File: src/rtl/readout_tx_measurement_sequencer.sv
// Transmit-side measurement sequencer for one qubit readout channel: gates the drive tone,
// frames the RX integration window, then captures the RX decision or times out.
module readout_tx_measurement_sequencer #(
    parameter int DRIVE_W      = 10,
    parameter int INTEG_W      = 10,
    parameter int WAIT_TIMEOUT = 4
) (
    input  logic               clk,
    input  logic               rst,
    input  logic               meas_req_in,
    input  logic [DRIVE_W-1:0] drive_cycles_in,
    input  logic [INTEG_W-1:0] integ_cycles_in,
    output logic               meas_ready_out,
    output logic               drive_en_out,
    output logic               integ_en_out,
    output logic               start_count_out,
    output logic               finish_count_out,
    input  logic               valid_meas_result_in,
    input  logic               meas_result_in,
    output logic               meas_done_out,
    output logic               meas_result_out,
    output logic               timeout_out
);

    localparam int WAIT_W = $clog2(WAIT_TIMEOUT);
    localparam logic [WAIT_W-1:0] WAIT_LAST = WAIT_W'(WAIT_TIMEOUT - 1);

    typedef enum logic [1:0] {
        ST_IDLE,
        ST_DRIVE,
        ST_INTEG,
        ST_WAIT
    } state_t;

    state_t             state;
    logic [DRIVE_W-1:0] drive_cnt;
    logic [INTEG_W-1:0] integ_cnt;
    logic [INTEG_W-1:0] integ_len;
    logic [WAIT_W-1:0]  wait_cnt;
    logic               start_q;
    logic               finish_q;
    logic               done_q;
    logic               result_q;
    logic               timeout_q;

    // A zero integration length still runs one INTEG cycle.
    function automatic logic [INTEG_W-1:0] integ_first(input logic [INTEG_W-1:0] len);
        return (len == '0) ? '0 : len - INTEG_W'(1);
    endfunction

    function automatic logic integ_single(input logic [INTEG_W-1:0] len);
        return len <= INTEG_W'(1);
    endfunction

    always_ff @(posedge clk or posedge rst) begin
        if (rst) begin
            state     <= ST_IDLE;
            drive_cnt <= '0;
            integ_cnt <= '0;
            integ_len <= '0;
            wait_cnt  <= '0;
            start_q   <= 1'b0;
            finish_q  <= 1'b0;
            done_q    <= 1'b0;
            result_q  <= 1'b0;
            timeout_q <= 1'b0;
        end else begin
            // NOTE: pulse registers default low every cycle so each one is exactly one cycle wide;
            // only the transition that owns a pulse raises it.
            start_q   <= 1'b0;
            finish_q  <= 1'b0;
            done_q    <= 1'b0;
            result_q  <= 1'b0;
            timeout_q <= 1'b0;

            case (state)
                ST_IDLE: begin
                    if (meas_req_in) begin
                        integ_len <= integ_cycles_in;
                        if (drive_cycles_in != '0) begin
                            state     <= ST_DRIVE;
                            drive_cnt <= drive_cycles_in - DRIVE_W'(1);
                        end else begin
                            state     <= ST_INTEG;
                            integ_cnt <= integ_first(integ_cycles_in);
                            start_q   <= 1'b1;
                            finish_q  <= integ_single(integ_cycles_in);
                        end
                    end
                end

                ST_DRIVE: begin
                    if (drive_cnt == '0) begin
                        state     <= ST_INTEG;
                        integ_cnt <= integ_first(integ_len);
                        start_q   <= 1'b1;
                        finish_q  <= integ_single(integ_len);
                    end else begin
                        drive_cnt <= drive_cnt - DRIVE_W'(1);
                    end
                end

                ST_INTEG: begin
                    if (integ_cnt == '0) begin
                        state    <= ST_WAIT;
                        wait_cnt <= '0;
                    end else begin
                        integ_cnt <= integ_cnt - INTEG_W'(1);
                        finish_q  <= (integ_cnt == INTEG_W'(1));
                    end
                end

                ST_WAIT: begin
                    // A result arriving in the final WAIT cycle takes priority over the timeout.
                    if (valid_meas_result_in) begin
                        state    <= ST_IDLE;
                        done_q   <= 1'b1;
                        result_q <= meas_result_in;
                    end else if (wait_cnt == WAIT_LAST) begin
                        state     <= ST_IDLE;
                        done_q    <= 1'b1;
                        timeout_q <= 1'b1;
                    end else begin
                        wait_cnt <= wait_cnt + WAIT_W'(1);
                    end
                end

                default: state <= ST_IDLE;
            endcase
        end
    end

    assign meas_ready_out   = (state == ST_IDLE);
    assign drive_en_out     = (state == ST_DRIVE);
    assign integ_en_out     = (state == ST_INTEG);
    assign start_count_out  = start_q;
    assign finish_count_out = finish_q;
    assign meas_done_out    = done_q;
    assign meas_result_out  = result_q;
    assign timeout_out      = timeout_q;

endmodule

File: config.mk
export PLATFORM = sky130hd
export DESIGN_NAME = readout_tx_measurement_sequencer
export DESIGN_NICKNAME = d
export VERILOG_FILES = /design/src/rtl/readout_tx_measurement_sequencer.sv
export SDC_FILE = /design/constraint.sdc
export NUM_CORES = 1
export LEC_CHECK = 0
export ABC_CLOCK_PERIOD_IN_PS = 5600
export BUFFER_PORTS_ARGS = -buffer_cell sky130_fd_sc_hd__buf_2
export CORE_MARGIN = 5
export CORE_UTILIZATION = 50
export CTS_BUF_LIST = sky130_fd_sc_hd__clkbuf_8
export DETAILED_ROUTE_END_ITERATION = 16
export PLACE_DENSITY = 0.72
export SYNTH_ARGS = -nofsm -noshare
export SYNTH_HDL_FRONTEND = slang
export SYNTH_SLANG_ARGS = --single-unit
File: constraint.sdc
create_clock -name clk -period 5.6 [get_ports clk]
set_input_delay 1.12 -clock clk [delete_from_list [all_inputs] [get_ports clk]]
set_output_delay 1.12 -clock clk [all_outputs]
set_load 0.005 [all_outputs]
# [After elaboration in Yosys (flattened, before gate mapping)]
# Index checks and enable logic that the tools add are counted.
[classes] n_addsub=6 magnitude_cmp=2 eq_ne=15 mux=38 n_reduce_logical=14
[ops] cell="10-bit 2-to-1 mux" n=9
[ops] cell="10-bit by 1-bit subtractor with 10-bit output (second input constant)" n=5
[ops] cell="10-bit logical NOT" n=4
[ops] cell="10-bit one-hot mux with 3 select lines" n=1
[ops] cell="10-bit by 1-bit <= comparator with 1-bit output (second input constant)" n=2
[ops] cell="10-bit one-hot mux with 2 select lines" n=1
[ops] cell="2-bit 2-to-1 mux" n=9
[ops] cell="1-bit 2-to-1 mux" n=14
[ops] cell="2-bit != test (second input constant)" n=6
[ops] cell="4-bit AND reduction" n=3
[ops] cell="10-bit by 1-bit == test with 1-bit output (second input constant)" n=1
[ops] cell="10-bit nonzero test" n=1
[ops] cell="2-bit one-hot mux with 4 select lines" n=1
[ops] cell="2-bit == test (second input constant)" n=3
[ops] cell="2-bit by 1-bit != test with 1-bit output (second input constant)" n=3
[ops] cell="5-bit AND reduction" n=1
[ops] cell="2-bit one-hot mux with 2 select lines" n=1
[ops] cell="2-bit nonzero test" n=2
[ops] cell="3-bit != test (second input constant)" n=1
[ops] cell="1-bit one-hot mux with 3 select lines" n=1
[ops] cell="3-bit nonzero test" n=1
[ops] cell="2-bit by 1-bit adder with 2-bit output (second input constant)" n=1
[ops] cell="2-bit by 1-bit == test with 1-bit output (second input constant)" n=1
[ops] cell="2-bit logical NOT" n=1
[ops] cell="other kinds (2)" n=2
[word_totals] ff_bits=39 inputBits=25

# [Longest topological paths before layout]
# Gate-level depths: netlist of the first run.
[depth] ltp_word=5 mapped_depth=11

# [Least setup slack after synthesis of the first run]
# Ideal clock, no wire load.
[synth_path] path_type="reg-to-reg" start="register state[1]" end="register drive_cnt[8]" arrival_ns=2.874 slack_ns=2.639 path_stages_with_launch=12 synth_period_minus_slack_ns=2.961 path_cell_list="dfrtp_1 > inv_1 > ha_1 > buf_2 > buf_1 > buf_1 > mux2i_1 > ha_1 > o21ai_1 > nor3b_1 > mux2_2 > o211ai_1"
[synth_via] elab_chain_cells=3 elab_cells_between_ends=8 cone_classes="eq/ne: 4; mux: 1; reduce/logical: 3"
[synth_rtl] item="start, declared" line="35" source="state_t state;"
[synth_rtl] item="start signal, assigned" line="57" source="state <= ST_IDLE;"
[synth_rtl] item="start signal, assigned" line="81" source="state <= ST_DRIVE;"
[synth_rtl] item="start signal, assigned" line="84" source="state <= ST_INTEG;"
[synth_rtl] item="2-bit by 1-bit == test with 1-bit output *"
[synth_rtl] item="net drive_en_out" line="14" source="output logic drive_en_out,"
[synth_rtl] item="2-bit != test (no source line) / 2-bit nonzero test (equally long branches)"
[synth_rtl] item="4-bit AND reduction (no source line)"
[synth_rtl] item="end signal, assigned" line="82" source="drive_cnt <= drive_cycles_in - DRIVE_W'(1);"
[synth_rtl] item="end signal, assigned" line="99" source="drive_cnt <= drive_cnt - DRIVE_W'(1);"
[synth_rtl] item="end, declared" line="36" source="logic [DRIVE_W-1:0] drive_cnt;"
# The timed path passes the listed nets; every way through them passes the cells marked *.
# A chain may end at the register's enable or synchronous reset.

# [Worst setup path after layout of the first run]
[layout_path] start="input port drive_cycles_in[8]" end="register integ_cnt[1]"
[layout_via] elab_chain_cells=3
[layout_rtl] item="start, declared" line="11" source="input logic [DRIVE_W-1:0] drive_cycles_in,"
[layout_rtl] item="10-bit nonzero test" line="80" source="if (drive_cycles_in != '0) begin"
[layout_rtl] item="2-bit != test (no source line)"
[layout_rtl] item="5-bit AND reduction (no source line)"
[layout_rtl] item="end signal, assigned" line="85" source="integ_cnt <= integ_first(integ_cycles_in);"
[layout_rtl] item="end signal, assigned" line="95" source="integ_cnt <= integ_first(integ_len);"
[layout_rtl] item="end signal, assigned" line="108" source="integ_cnt <= integ_cnt - INTEG_W'(1);"
[layout_rtl] item="end, declared" line="37" source="logic [INTEG_W-1:0] integ_cnt;"
# Every way passes these cells.

==> results of run 1 <==
power by group:
group          switching [mW]  internal, mW
Sequential              0.168         0.413
Clock                   0.104        0.0854
Combinational           0.569         0.449
synthesized netlist by cell type, drive strengths merged, types with 3 or more instances:
library cell / number / area, um^2
a211oi: 3 / 22.5
a21oi: 24 / 120
a22o: 3 / 26.3
a31oi: 10 / 62.6
a32oi: 3 / 26.3
and3: 3 / 18.8
buf: 7 / 33.8
clkbuf: 6 / 22.5
dfrtp: 39 / 976
ha: 15 / 188
inv: 20 / 75.1
mux2: 15 / 176
mux2i: 7 / 70.1
nand2: 19 / 71.3
nand2b: 3 / 18.8
nand3: 3 / 20.0
nand4: 3 / 18.8
nor2: 22 / 82.6
nor2b: 5 / 31.3
nor3: 15 / 90.1
nor3b: 7 / 52.6
nor4: 10 / 90.1
o21ai: 25 / 125
o22ai: 4 / 31.3
o31ai: 5 / 51.3
or3: 8 / 50.1
or4: 11 / 86.3
xnor2: 9 / 78.8
xor2: 8 / 70.1
worst register-to-register path, delay by kind of cell, from the launching register on:
family	cells	cell delay, ns
mux	2	0.69
fa+ha+maj	2	0.61
buf+inv	2	0.49
simple gates	1	0.46
flops	1	0.42
compound gates	2	0.30
kinds of logic after synthesis:
group           Yosys count
flops                    39
mux                      22
xor+xnor                 17
simple gates            117
buf+inv                  33
compound gates           93
fa+ha+maj                15
metrics by stage:
step           setup slack (ns)  total power [mW]  hold slack, ns
3_3_place_gp               2.23              1.56           0.487
4_1_cts                    2.46              1.79           0.524
3_5_place_dp               2.16              1.60           0.506
2_1_floorplan              2.64              1.37           0.465
6_report                   2.47              1.79           0.527
5_1_grt                    2.30              1.95           0.568
cell usage in the layout (no fill, tap or decap), drive strengths merged, types with 2 or more instances in the layout:
| cell | synthesis | routed |
|---|---|---|
| nor2b | 5 | 5 |
| or4b | 2 | 2 |
| clkbuf | 6 | 5 |
| a22o | 3 | 3 |
| o21ai | 25 | 25 |
| o211ai | 2 | 2 |
| o22ai | 4 | 4 |
| nor2 | 22 | 22 |
| mux2i | 7 | 7 |
| ha | 15 | 15 |
| a21oi | 24 | 24 |
| buf | 7 | 34 |
| inv | 20 | 20 |
| nor3 | 15 | 15 |
| dfrtp | 39 | 39 |
| or4 | 11 | 11 |
| a211oi | 3 | 3 |
| xor2 | 8 | 8 |
| a31oi | 10 | 10 |
| nor3b | 7 | 7 |
| or2 | 2 | 2 |
| or3 | 8 | 8 |
| nand4 | 3 | 3 |
| nand2 | 19 | 19 |
| xnor2 | 9 | 9 |
| a41oi | 2 | 2 |
| mux2 | 15 | 15 |
| nor4 | 10 | 10 |
| a22oi | 2 | 2 |
| nand2b | 3 | 3 |
| o31ai | 5 | 5 |
| clkinv | 0 | 3 |
| nand3 | 3 | 3 |
| a32oi | 3 | 3 |
| and3 | 3 | 3 |
registers in the layout (all words and copies together), names as in the netlist:
signal,count
wait_cnt,2
state,2
meas_done_out,1
drive_cnt,10
start_count_out,1
meas_result_out,1
finish_count_out,1
integ_cnt,10
integ_len,10
timeout_out,1
per-layer routing:
metal	wire length, um	GRT usage [%]
met1	3250	26.9
met4	59	5.16
met2	3490	33.9
met3	350	3.29
met5	0	0
path summary, 6_finish.rpt:
check                                   start               to  slack (ns)  cells after the start
setup / recovery           drive_cycles_in[8]     integ_cnt[1]        2.47                      6
setup reg to reg                     state[1]     drive_cnt[8]        2.54                      9
max in group asynchronous                 rst  meas_result_out        4.30                      3
hold reg to reg                  integ_len[1]     integ_len[1]        0.53                      2
min in group asynchronous                 rst     drive_cnt[6]        0.94                      3
hold / removal                   integ_len[1]     integ_len[1]        0.53                      2
area by class of cell:
class	count	share of cell area, %
multi-input combinational	264	57.5
sequential	39	29.6
timing repair buffer	34	5.31
tap	75	2.84
inverter	20	2.27
clock buffer	5	2.08
clock inverter	3	0.455
==> results.py, run 1 <==
metrics = {
    "clock_network": {
        "number_of_hold_buffers_added_after_cts": 0,
        "cts.path.max_buffers": 2,
        "worstSkewPairLatency_ns": 0.30,
        "post_cts_resized": 0,
        "cts_setup_buffers": 0,
        "cts_buffers": 5,
        "cts.root.buffer_cell": "clkbuf_8",
        "cts_tree": "built",
        "clkSinkCount": 39,
        "cts.reportedPaths.clkPinSlew_ns": 0.08,
        "htree_levels": 2,
    },
    "synth": {
        "number_of_flops_mapped_to_enable_cells_by_yosys": 0,
        "post_synth_instance_area_mm2": 0.00301,
        "synthAdderAreaFrac_pct": 6.24,
        "largest_family_of_logic_cells_by_synthesized_area": "simple AND/OR/NAND/NOR gates",
        "postSynth.asyncResetShare_pct": 100,
        "postSynthCellCount": 336,
        "synth.yosys.seq_area_share_pct": 32.5,
        "synth_nets": 376,
        "portion_of_netlist_area_occupied_by_mux_cells_pct": 8.20,
        "synthDistinctLibCells": 61,
        "post_synth_and_or_nand_nor_area_fraction_pct": 23.1,
        "syn_area_per_cell_um2": 8.94,
        "ys_seq_elements": 39,
        "synth_warnings": 0,
        "most_used_dff_post_synth": "dfrtp_1",
        "parity_gate_share_of_the_synthesized_area_counting_xor_and_xnor_cells_pct": 4.95,
        "synth-compound-area-share_pct": 20.6,
    },
    "placement": {
        "numPlacedInstances": 432,
        "placedInstanceArea_mm2": 0.00322,
        "dpl.hpwl_mm": 5.45,
        "gpl.final_weighted_congestion": 0.904,
        "io_buffers": 32,
    },
    "worst_setup_path": {
        "cp_data_arrival_time_ns": 3.31,
        "startpoint_class_of_the_critical_path": "input port",
        "crit_chain": "buf_2, nor4_2, a41oi_1, a2111oi_4, and2_1, mux2_2",
        "cp.required_ns": 5.78,
        "critical_path_s_largest_stage_delay_ns": 0.56,
        "crit_path_max_fanout": 10,
        "critical-path-top-delay-family": "simple AND/OR/NAND/NOR gates",
        "critPathBufInv": 1,
        "critical_path.endpoint_type": "register",
        "critical-path-slowest-cell": "a2111oi_4",
        "crit_type": "input port to register",
    },
    "global_route": {
        "grt_max_degree": 40,
        "globalRouteOverflowTotal": 0,
        "via_count_of_the_first_global_routing_pass": 2615,
        "antenna_violations_before_repair": 0,
        "grt_pass1_wl_mm": 12.4,
        "grt_util_all_layers_pct": 20.1,
    },
    "route": {
        "detail-route-antenna-nets": 0,
        "route.vias.total": 2648,
        "avgViaCountPerCell": 6.02,
        "drt-total-wl_mm": 7.15,
        "drt-pass1-iter-count": 5,
        "post-route-drc-count": 0,
        "routedWlPerCell_um": 16.3,
        "dr.first_iter.drc_count": 164,
    },
    "sta": {
        "grt_setup_unrepaired": "false",
        "post-route-min-period_ns": 3.13,
        "final.setup.tns_ns": 0,
        "worst_slew_margin_rel_pct": 31.0,
        "fmax_mhz": 319,
        "post_route_clock_skew_ns": 0.00859,
        "report.final.slew_viol_count": 0,
        "timing.final.crit_share_pct": 56.0,
        "timing_worst_slew_pin_value_ns": 1.03,
        "timing.final.hold_violations": 0,
        "finalSetupViolCount": 0,
    },
    "floorplan": {
        "die_w_um": 87.5,
        "initial_core_util_pct": 51.1,
        "core-area_mm2": 0.00589,
        "die_h_um": 87.5,
        "design.die.area_mm2": 0.00766,
        "floorplan.io_pins": 33,
        "row_count": 28,
    },
    "power_and_ir_drop": {
        "cellPowerDensity_mw_per_mm2": 542,
        "leakagePower_nw": 1.36,
        "ir_drop_mv": 0.264,
    },
    "layout": {
        "post_route_cells_drive_above_1_share_pct": 19.5,
        "num_antenna_cells": 0,
        "multi_input_comb_area_mm2": 0.00190,
        "register_area_um2": 976,
        "postLayoutCoreUtil_pct": 56.1,
        "finish.instance_area_mm2": 0.00330,
        "layout.filler_cells": 559,
        "syn_to_final_growth_pct": 9.87,
        "fin_nets": 404,
        "final_cell_count_no_fill": 440,
    },
    "flow_run": {
        "max_cap_viol_count": 0,
    },
    "min_path": {
        "hold_path_class": "register to register",
    },
    "run_status": {
        "run_status": "finished clean",
    },
}
(Power assumes the default switching activity.)
==> run 2: changes to the inputs <==
--- a/config.mk
+++ b/config.mk
@@ -5,7 +5,8 @@
 export SDC_FILE = /design/constraint.sdc
 export NUM_CORES = 1
 export LEC_CHECK = 0
-export ABC_CLOCK_PERIOD_IN_PS = 5600
+export ABC_AREA = 1
+export ABC_CLOCK_PERIOD_IN_PS = 3300
 export BUFFER_PORTS_ARGS = -buffer_cell sky130_fd_sc_hd__buf_2
 export CORE_MARGIN = 5
 export CORE_UTILIZATION = 50
==> constraint.sdc (replaced) <==
create_clock -name clk -period 3.3 [get_ports clk]
set_input_delay 0.66 -clock clk [delete_from_list [all_inputs] [get_ports clk]]
set_output_delay 0.66 -clock clk [all_outputs]
set_load 0.005 [all_outputs]
==> run 2 against run 1 <==
- synthesized cell count is 35% higher
- clock skew hardly changed
- flip-flop and latch count stayed put
- combinational power rose by 78%
- final cell count rose by 28%
- hold slack got worse by 0.14 ns
- area after synthesis down 0.37%
- sequential share of layout area down 0.33 points
- wire length fell by 2.2%
- clock power increased by 120%
- design area increased by 1.1%
- largest cell class unchanged
- core utilization grew 0.64 points
==> results.py, run 2 <==
metrics = {
    "synth": {
        "ys_seq_elements": 39,
        "post_synth_instance_area_mm2": 0.00299,
        "synthDistinctLibCells": 25,
        "synth.largest_area_cell": "dfrtp_1",
        "synth.yosys.seq_area_share_pct": 32.6,
        "postSynth.asyncResetShare_pct": 100,
        "synth_nets": 492,
        "synth_warnings": 0,
        "postSynthCellCount": 452,
        "post-synth-top-count-cell": "nand2_1",
        "post_synth_main_area_contributors": "dfrtp_1 33%, nand2_1 18%, inv_1 6.4%",
        "most_used_dff_post_synth": "dfrtp_1",
        "synthTopCellsByCount": "147 x nand2_1, 51 x inv_1, 47 x nor2_1",
        "number_of_flops_mapped_to_enable_cells_by_yosys": 0,
        "syn_area_per_cell_um2": 6.62,
        "fraction_of_post_synthesis_cell_area_in_the_top_cell_type_by_area_pct": 32.6,
    },
    "layout": {
        "postLayoutCoreUtil_pct": 56.7,
        "num_antenna_cells": 0,
        "multi_input_comb_area_mm2": 0.00177,
        "layout_commonest_cell": "nand2_1",
        "syn_to_final_growth_pct": 11.5,
        "fin_nets": 526,
        "layout.filler_cells": 596,
        "highest_count_cells_in_the_layout_ignoring_fill_and_taps": "147 x nand2_1, 51 x inv_1, 47 x nor2_1, 39 x dfrtp_1, 37 x o21ai_1",
        "register_area_um2": 976,
        "finish.instance_area_mm2": 0.00334,
        "post_route_cells_drive_above_1_share_pct": 13.8,
        "largestRegisters": "drive_cnt (10), integ_cnt (10), integ_len (10)",
    },
    "clock_network": {
        "cts.root.buffer_cell": "clkbuf_8",
        "cts_tree": "built",
        "htree_levels": 2,
        "cts_buffers": 5,
        "clkSinkCount": 39,
        "worstSkewPairLatency_ns": 0.30,
        "cts_setup_buffers": 0,
        "number_of_hold_buffers_added_after_cts": 0,
        "cts.reportedPaths.clkPinSlew_ns": 0.08,
        "post_cts_resized": 0,
        "cts.path.max_buffers": 2,
    },
    "power_and_ir_drop": {
        "clockPowerShare_pct": 13.6,
        "power.share.combinational_pct": 58.6,
        "leakagePower_nw": 1.72,
        "power_frac_seq_pct": 27.8,
        "cellPowerDensity_mw_per_mm2": 932,
        "cell_internal_pwr_mw": 1.54,
        "switching_share_pct": 50.4,
        "ir_drop_mv": 0.472,
        "net-switching-power_mw": 1.57,
        "post-layout-total-power_mw": 3.11,
    },
    "sta": {
        "grt_setup_unrepaired": "false",
        "final.setup.tns_ns": 0,
        "timing.final.hold_violations": 0,
        "finalSetupViolCount": 0,
        "post-route-min-period_ns": 2.37,
        "report.final.slew_viol_count": 0,
        "worst_slew_margin_rel_pct": 62.3,
        "fmax_mhz": 423,
        "timing_worst_slew_pin_value_ns": 0.566,
        "post_route_clock_skew_ns": 0.00850,
        "timing.final.crit_share_pct": 71.7,
    },
    "floorplan": {
        "core-area_mm2": 0.00589,
        "design.die.area_mm2": 0.00764,
        "die_h_um": 87.4,
        "die_w_um": 87.4,
        "initial_core_util_pct": 50.9,
        "floorplan.io_pins": 33,
        "row_count": 28,
    },
    "route": {
        "routedWlPerCell_um": 12.4,
        "route.vias.total": 2886,
        "post-route-drc-count": 0,
        "avgViaCountPerCell": 5.14,
        "dr.first_iter.drc_count": 167,
        "drt-total-wl_mm": 6.99,
        "drt-pass1-iter-count": 5,
        "detail-route-antenna-nets": 0,
    },
    "worst_setup_path": {
        "crit_type": "register to register",
        "crit_path_max_fanout": 15,
        "crit-reg2reg-capture": "drive_cnt[8]",
        "r2r_cells": 12,
        "critPathLaunch": "state[1]",
        "crit_chain": "inv_1, ha_1, buf_4, o21ai_2, ha_1, inv_1, nor2_4, nand3_2, nor2_2, xor2_1, nand2_1, nand2_1",
        "startpoint_class_of_the_critical_path": "register",
        "critical_path_s_largest_stage_delay_ns": 0.40,
        "launching_point_of_the_worst_reg2reg_path": "state[1]",
        "critical_path_cell_count": 12,
        "critPathCapture": "drive_cnt[8]",
        "critical-path-top-delay-family": "adder cells",
        "critPathBufInv": 3,
        "critical_path.endpoint_type": "register",
        "cp_data_arrival_time_ns": 2.61,
        "critical-path-slowest-cell": "dfrtp_1",
        "rrSetupSlack_ns": 0.93,
        "cp.required_ns": 3.55,
    },
    "global_route": {
        "grt_max_degree": 26,
        "grt_pass1_wl_mm": 11.6,
        "globalRouteOverflowTotal": 0,
        "grt_util_all_layers_pct": 19.2,
        "via_count_of_the_first_global_routing_pass": 2569,
        "antenna_violations_before_repair": 0,
    },
    "placement": {
        "gpl.final_weighted_congestion": 0.922,
        "dpl.hpwl_mm": 5.60,
        "io_buffers": 32,
        "placedInstanceArea_mm2": 0.00322,
    },
    "run_status": {
        "run_status": "finished clean",
    },
    "flow_run": {
        "max_cap_viol_count": 0,
    },
    "min_path": {
        "hold_path_class": "input port to asynchronous set/reset pin",
    },
}
run 2: layout make-up:
class / instances / share of cell area, %
multi-input cells: 351 / 52.9
flip-flops and latches: 39 / 29.2
inverters: 54 / 6.07
repair buffers: 35 / 5.47
well taps: 75 / 2.81
clock buffers: 6 / 2.47
clock inverters: 2 / 1.05
run 2: stage by stage:
| step | setup slack (ns) | std cells | hold slack, ns |
|---|---|---|---|
| after CTS | 0.922 | 562 | 0.412 |
| after detailed placement | 0.948 | 554 | 0.477 |
| after global routing | 0.716 | 562 | 0.454 |
| after floorplan | 1.29 | 452 | 0.451 |
| after global placement | 1.04 | 554 | 0.469 |
| final | 0.934 | 562 | 0.392 |
run 2: worst min path at each step:
stage | start | to | depth (start not counted) | slack (ns)
after floorplan | wait_cnt[0] | wait_cnt[0] | 1 | 0.45
final | rst | meas_done_out | 2 | 0.39
after CTS | rst | meas_done_out | 2 | 0.41
after global routing | rst | meas_done_out | 2 | 0.45
after detailed placement | wait_cnt[0] | wait_cnt[0] | 1 | 0.48
after global placement | wait_cnt[0] | wait_cnt[0] | 1 | 0.47
run 2: power by group through the flow:
stage	clock (mW)	sequential, mW	combinational [mW]
floorplan	0	0.820	1.48
global placement	0	0.859	1.79
detailed placement	0	0.871	1.82
CTS	0.429	0.863	1.82
global route	0.446	0.890	2.10
finish	0.422	0.865	1.82
run 2: cells by family after synthesis:
group | Yosys count | share of synthesized area (%)
AND/OR/NAND/NOR | 250 | 35.9
buffers and inverters | 62 | 8.40
AO/OA/AOI/OAI | 73 | 13.0
adder cells (fa/ha/maj) | 15 | 6.27
XOR/XNOR | 13 | 3.80
flip-flops | 39 | 32.6
run 2: routing by layer:
metal | vias up | part of all wire (%) | global-route usage [%]
met3 | 10 | 4.9 | 3.12
met5 | - | 0 | 0
li1 | 1510 | - | -
met1 | 1304 | 47 | 25.0
met2 | 62 | 46 | 32.0
met4 | 0 | 1.7 | 6.69
==> run 3: changes to the inputs <==
--- a/config.mk
+++ b/config.mk
@@ -5,8 +5,8 @@
 export SDC_FILE = /design/constraint.sdc
 export NUM_CORES = 1
 export LEC_CHECK = 0
-export ABC_AREA = 1
-export ABC_CLOCK_PERIOD_IN_PS = 3300
+export ABC_AREA = 0
+export ABC_CLOCK_PERIOD_IN_PS = 2400
 export BUFFER_PORTS_ARGS = -buffer_cell sky130_fd_sc_hd__buf_2
 export CORE_MARGIN = 5
 export CORE_UTILIZATION = 50
==> constraint.sdc (replaced) <==
create_clock -name clk -period 2.4 [get_ports clk]
set_input_delay 0.48 -clock clk [delete_from_list [all_inputs] [get_ports clk]]
set_output_delay 0.48 -clock clk [all_outputs]
set_load 0.005 [all_outputs]
==> run 3 against run 2 <==
- combinational power grew 51%
- global-route usage increased by 1.5 points
- flip-flop and latch count is the same
- clock-buffer cell count is 1 lower
- die area is 0.33% higher
- non-clock buffer count is 22 higher
- fmax grew 4.9%
- via count down 4.5%
- clock power decreased by 4%
- first-iteration DRC count increased by 33%
- highest routed layer unchanged
==> results.py, run 3 (synthesis results as in run 1) <==
metrics = {
    "run_status": {
        "run_status": "finished clean",
    },
    "layout": {
        "multi_input_comb_area_mm2": 0.00193,
        "num_antenna_cells": 0,
        "fin_nets": 427,
        "highest_count_cells_in_the_layout_ignoring_fill_and_taps": "39 x dfrtp_1, 32 x buf_2, 24 x a21oi_1, 24 x buf_4, 22 x nor2_1",
        "post_route_cells_drive_above_1_share_pct": 24.9,
        "postLayoutCoreUtil_pct": 59.5,
        "largestRegisters": "drive_cnt (10), integ_cnt (10), integ_len (10)",
        "register_area_um2": 976,
        "layout.filler_cells": 526,
        "syn_to_final_growth_pct": 16.6,
        "layout_commonest_cell": "dfrtp_1",
    },
    "global_route": {
        "grt_util_all_layers_pct": 20.7,
        "grt_max_degree": 40,
        "grt_pass1_wl_mm": 12.7,
        "antenna_violations_before_repair": 0,
        "via_count_of_the_first_global_routing_pass": 2765,
        "globalRouteOverflowTotal": 0,
    },
    "clock_network": {
        "clkSinkCount": 39,
        "cts.path.max_buffers": 2,
        "cts_buffers": 5,
        "htree_levels": 2,
        "worstSkewPairLatency_ns": 0.30,
        "cts.root.buffer_cell": "clkbuf_8",
        "cts.reportedPaths.clkPinSlew_ns": 0.08,
        "number_of_hold_buffers_added_after_cts": 0,
        "cts_tree": "built",
    },
    "route": {
        "dr.first_iter.drc_count": 222,
        "post-route-drc-count": 0,
        "avgViaCountPerCell": 5.98,
        "routedWlPerCell_um": 16.0,
        "route.vias.total": 2756,
        "detail-route-antenna-nets": 0,
        "drt-pass1-iter-count": 5,
        "drt-total-wl_mm": 7.38,
    },
    "sta": {
        "timing_worst_slew_pin_value_ns": 0.507,
        "post_route_clock_skew_ns": 0.0134,
        "fmax_mhz": 443,
        "post-route-min-period_ns": 2.26,
        "final.setup.tns_ns": 0,
        "worst_slew_margin_rel_pct": 66.2,
        "finalSetupViolCount": 0,
        "grt_setup_unrepaired": "false",
        "timing.final.crit_share_pct": 94.0,
        "report.final.slew_viol_count": 0,
        "timing.final.hold_violations": 0,
    },
    "min_path": {
        "hold_path_class": "input port to asynchronous set/reset pin",
    },
    "floorplan": {
        "die_w_um": 87.5,
        "core-area_mm2": 0.00589,
        "die_h_um": 87.5,
        "row_count": 28,
        "design.die.area_mm2": 0.00766,
        "floorplan.io_pins": 33,
        "initial_core_util_pct": 51.1,
    },
    "worst_setup_path": {
        "crit_type": "register to register",
        "critical_path.endpoint_type": "register",
        "cp_data_arrival_time_ns": 2.45,
        "startpoint_class_of_the_critical_path": "register",
        "r2r_cells": 8,
        "critPathLaunch": "state[1]",
        "crit_path_max_fanout": 8,
        "rrSetupSlack_ns": 0.14,
        "launching_point_of_the_worst_reg2reg_path": "state[1]",
        "cp.required_ns": 2.60,
        "crit-reg2reg-capture": "drive_cnt[8]",
        "critPathCapture": "drive_cnt[8]",
    },
    "power_and_ir_drop": {
        "cellPowerDensity_mw_per_mm2": 1270,
        "ir_drop_mv": 0.730,
        "post-layout-total-power_mw": 4.46,
        "leakagePower_nw": 1.47,
    },
    "flow_run": {
        "max_cap_viol_count": 0,
    },
    "placement": {
        "gpl.final_weighted_congestion": 0.903,
        "io_buffers": 32,
        "dpl.hpwl_mm": 5.74,
    },
}
==> run 3: layout make-up <==
type | count | share of cell area [%]
clock inverter | 1 | 0.107
inverter | 20 | 2.14
multi-input combinational | 264 | 55.0
clock buffer | 5 | 1.96
tap | 75 | 2.68
timing repair buffer | 57 | 10.3
sequential | 39 | 27.9
==> run 3: worst max-delay path: stages (launching register included) <==
cell and delay [ns]:
dfrtp_1 0.41, inv_1 0.14, ha_4 0.20, mux2i_2 0.26, ha_2 0.26, o21ai_2 0.12, nor3b_2 0.31, mux2_2 0.37
o211ai_1 0.10
==> run 3: worst min-delay path by stage <==
stage / slack, ns / from / endpoint / depth (start not counted)
after floorplan: 0.46 / integ_len[1] / integ_len[1] / 2
after global placement: 0.50 / integ_len[1] / integ_len[1] / 2
after detailed placement: 0.53 / integ_len[1] / integ_len[1] / 2
after CTS: 0.32 / rst / integ_cnt[4] / 3
after global routing: 0.35 / rst / integ_cnt[4] / 3
final: 0.30 / rst / integ_cnt[4] / 3
==> run 3: through the flow <==
step / setup slack (ns) / hold slack [ns] / instances / cell area [um^2]
final: 0.144 / 0.301 / 461 / 3500
after CTS: 0.0234 / 0.324 / 461 / 3490
after detailed placement: 0.0385 / 0.525 / 455 / 3410
after floorplan: 0.0185 / 0.465 / 336 / 3030
after global placement: 0.132 / 0.501 / 455 / 3410
after global routing: 0.00642 / 0.352 / 461 / 3500
==> run 3: metal layers <==
layer	share of wire, %	wire [um]	vias up	global-route usage (%)
met5	0	0	-	0
met3	4.3	318	8	3.39
met1	45	3330	1325	26.8
met2	49	3630	68	35.4
li1	-	-	1355	-
met4	1.5	112	0	6.42
==> run 3: report_power, final <==
part	internal [mW]	switching (mW)	leakage, nW	total (mW)
registers	0.965	0.355	0.477	1.32
logic	1.30	1.44	0.951	2.74
clock network	0.189	0.216	0.0413	0.406
total	2.45	2.01	1.47	4.46
==> run 3: what timing repair did <==
action                     4_1_cts  5_1_grt
buffers inserted                 0        0
setup endpoints to repair        0        1
resized for setup                0        3
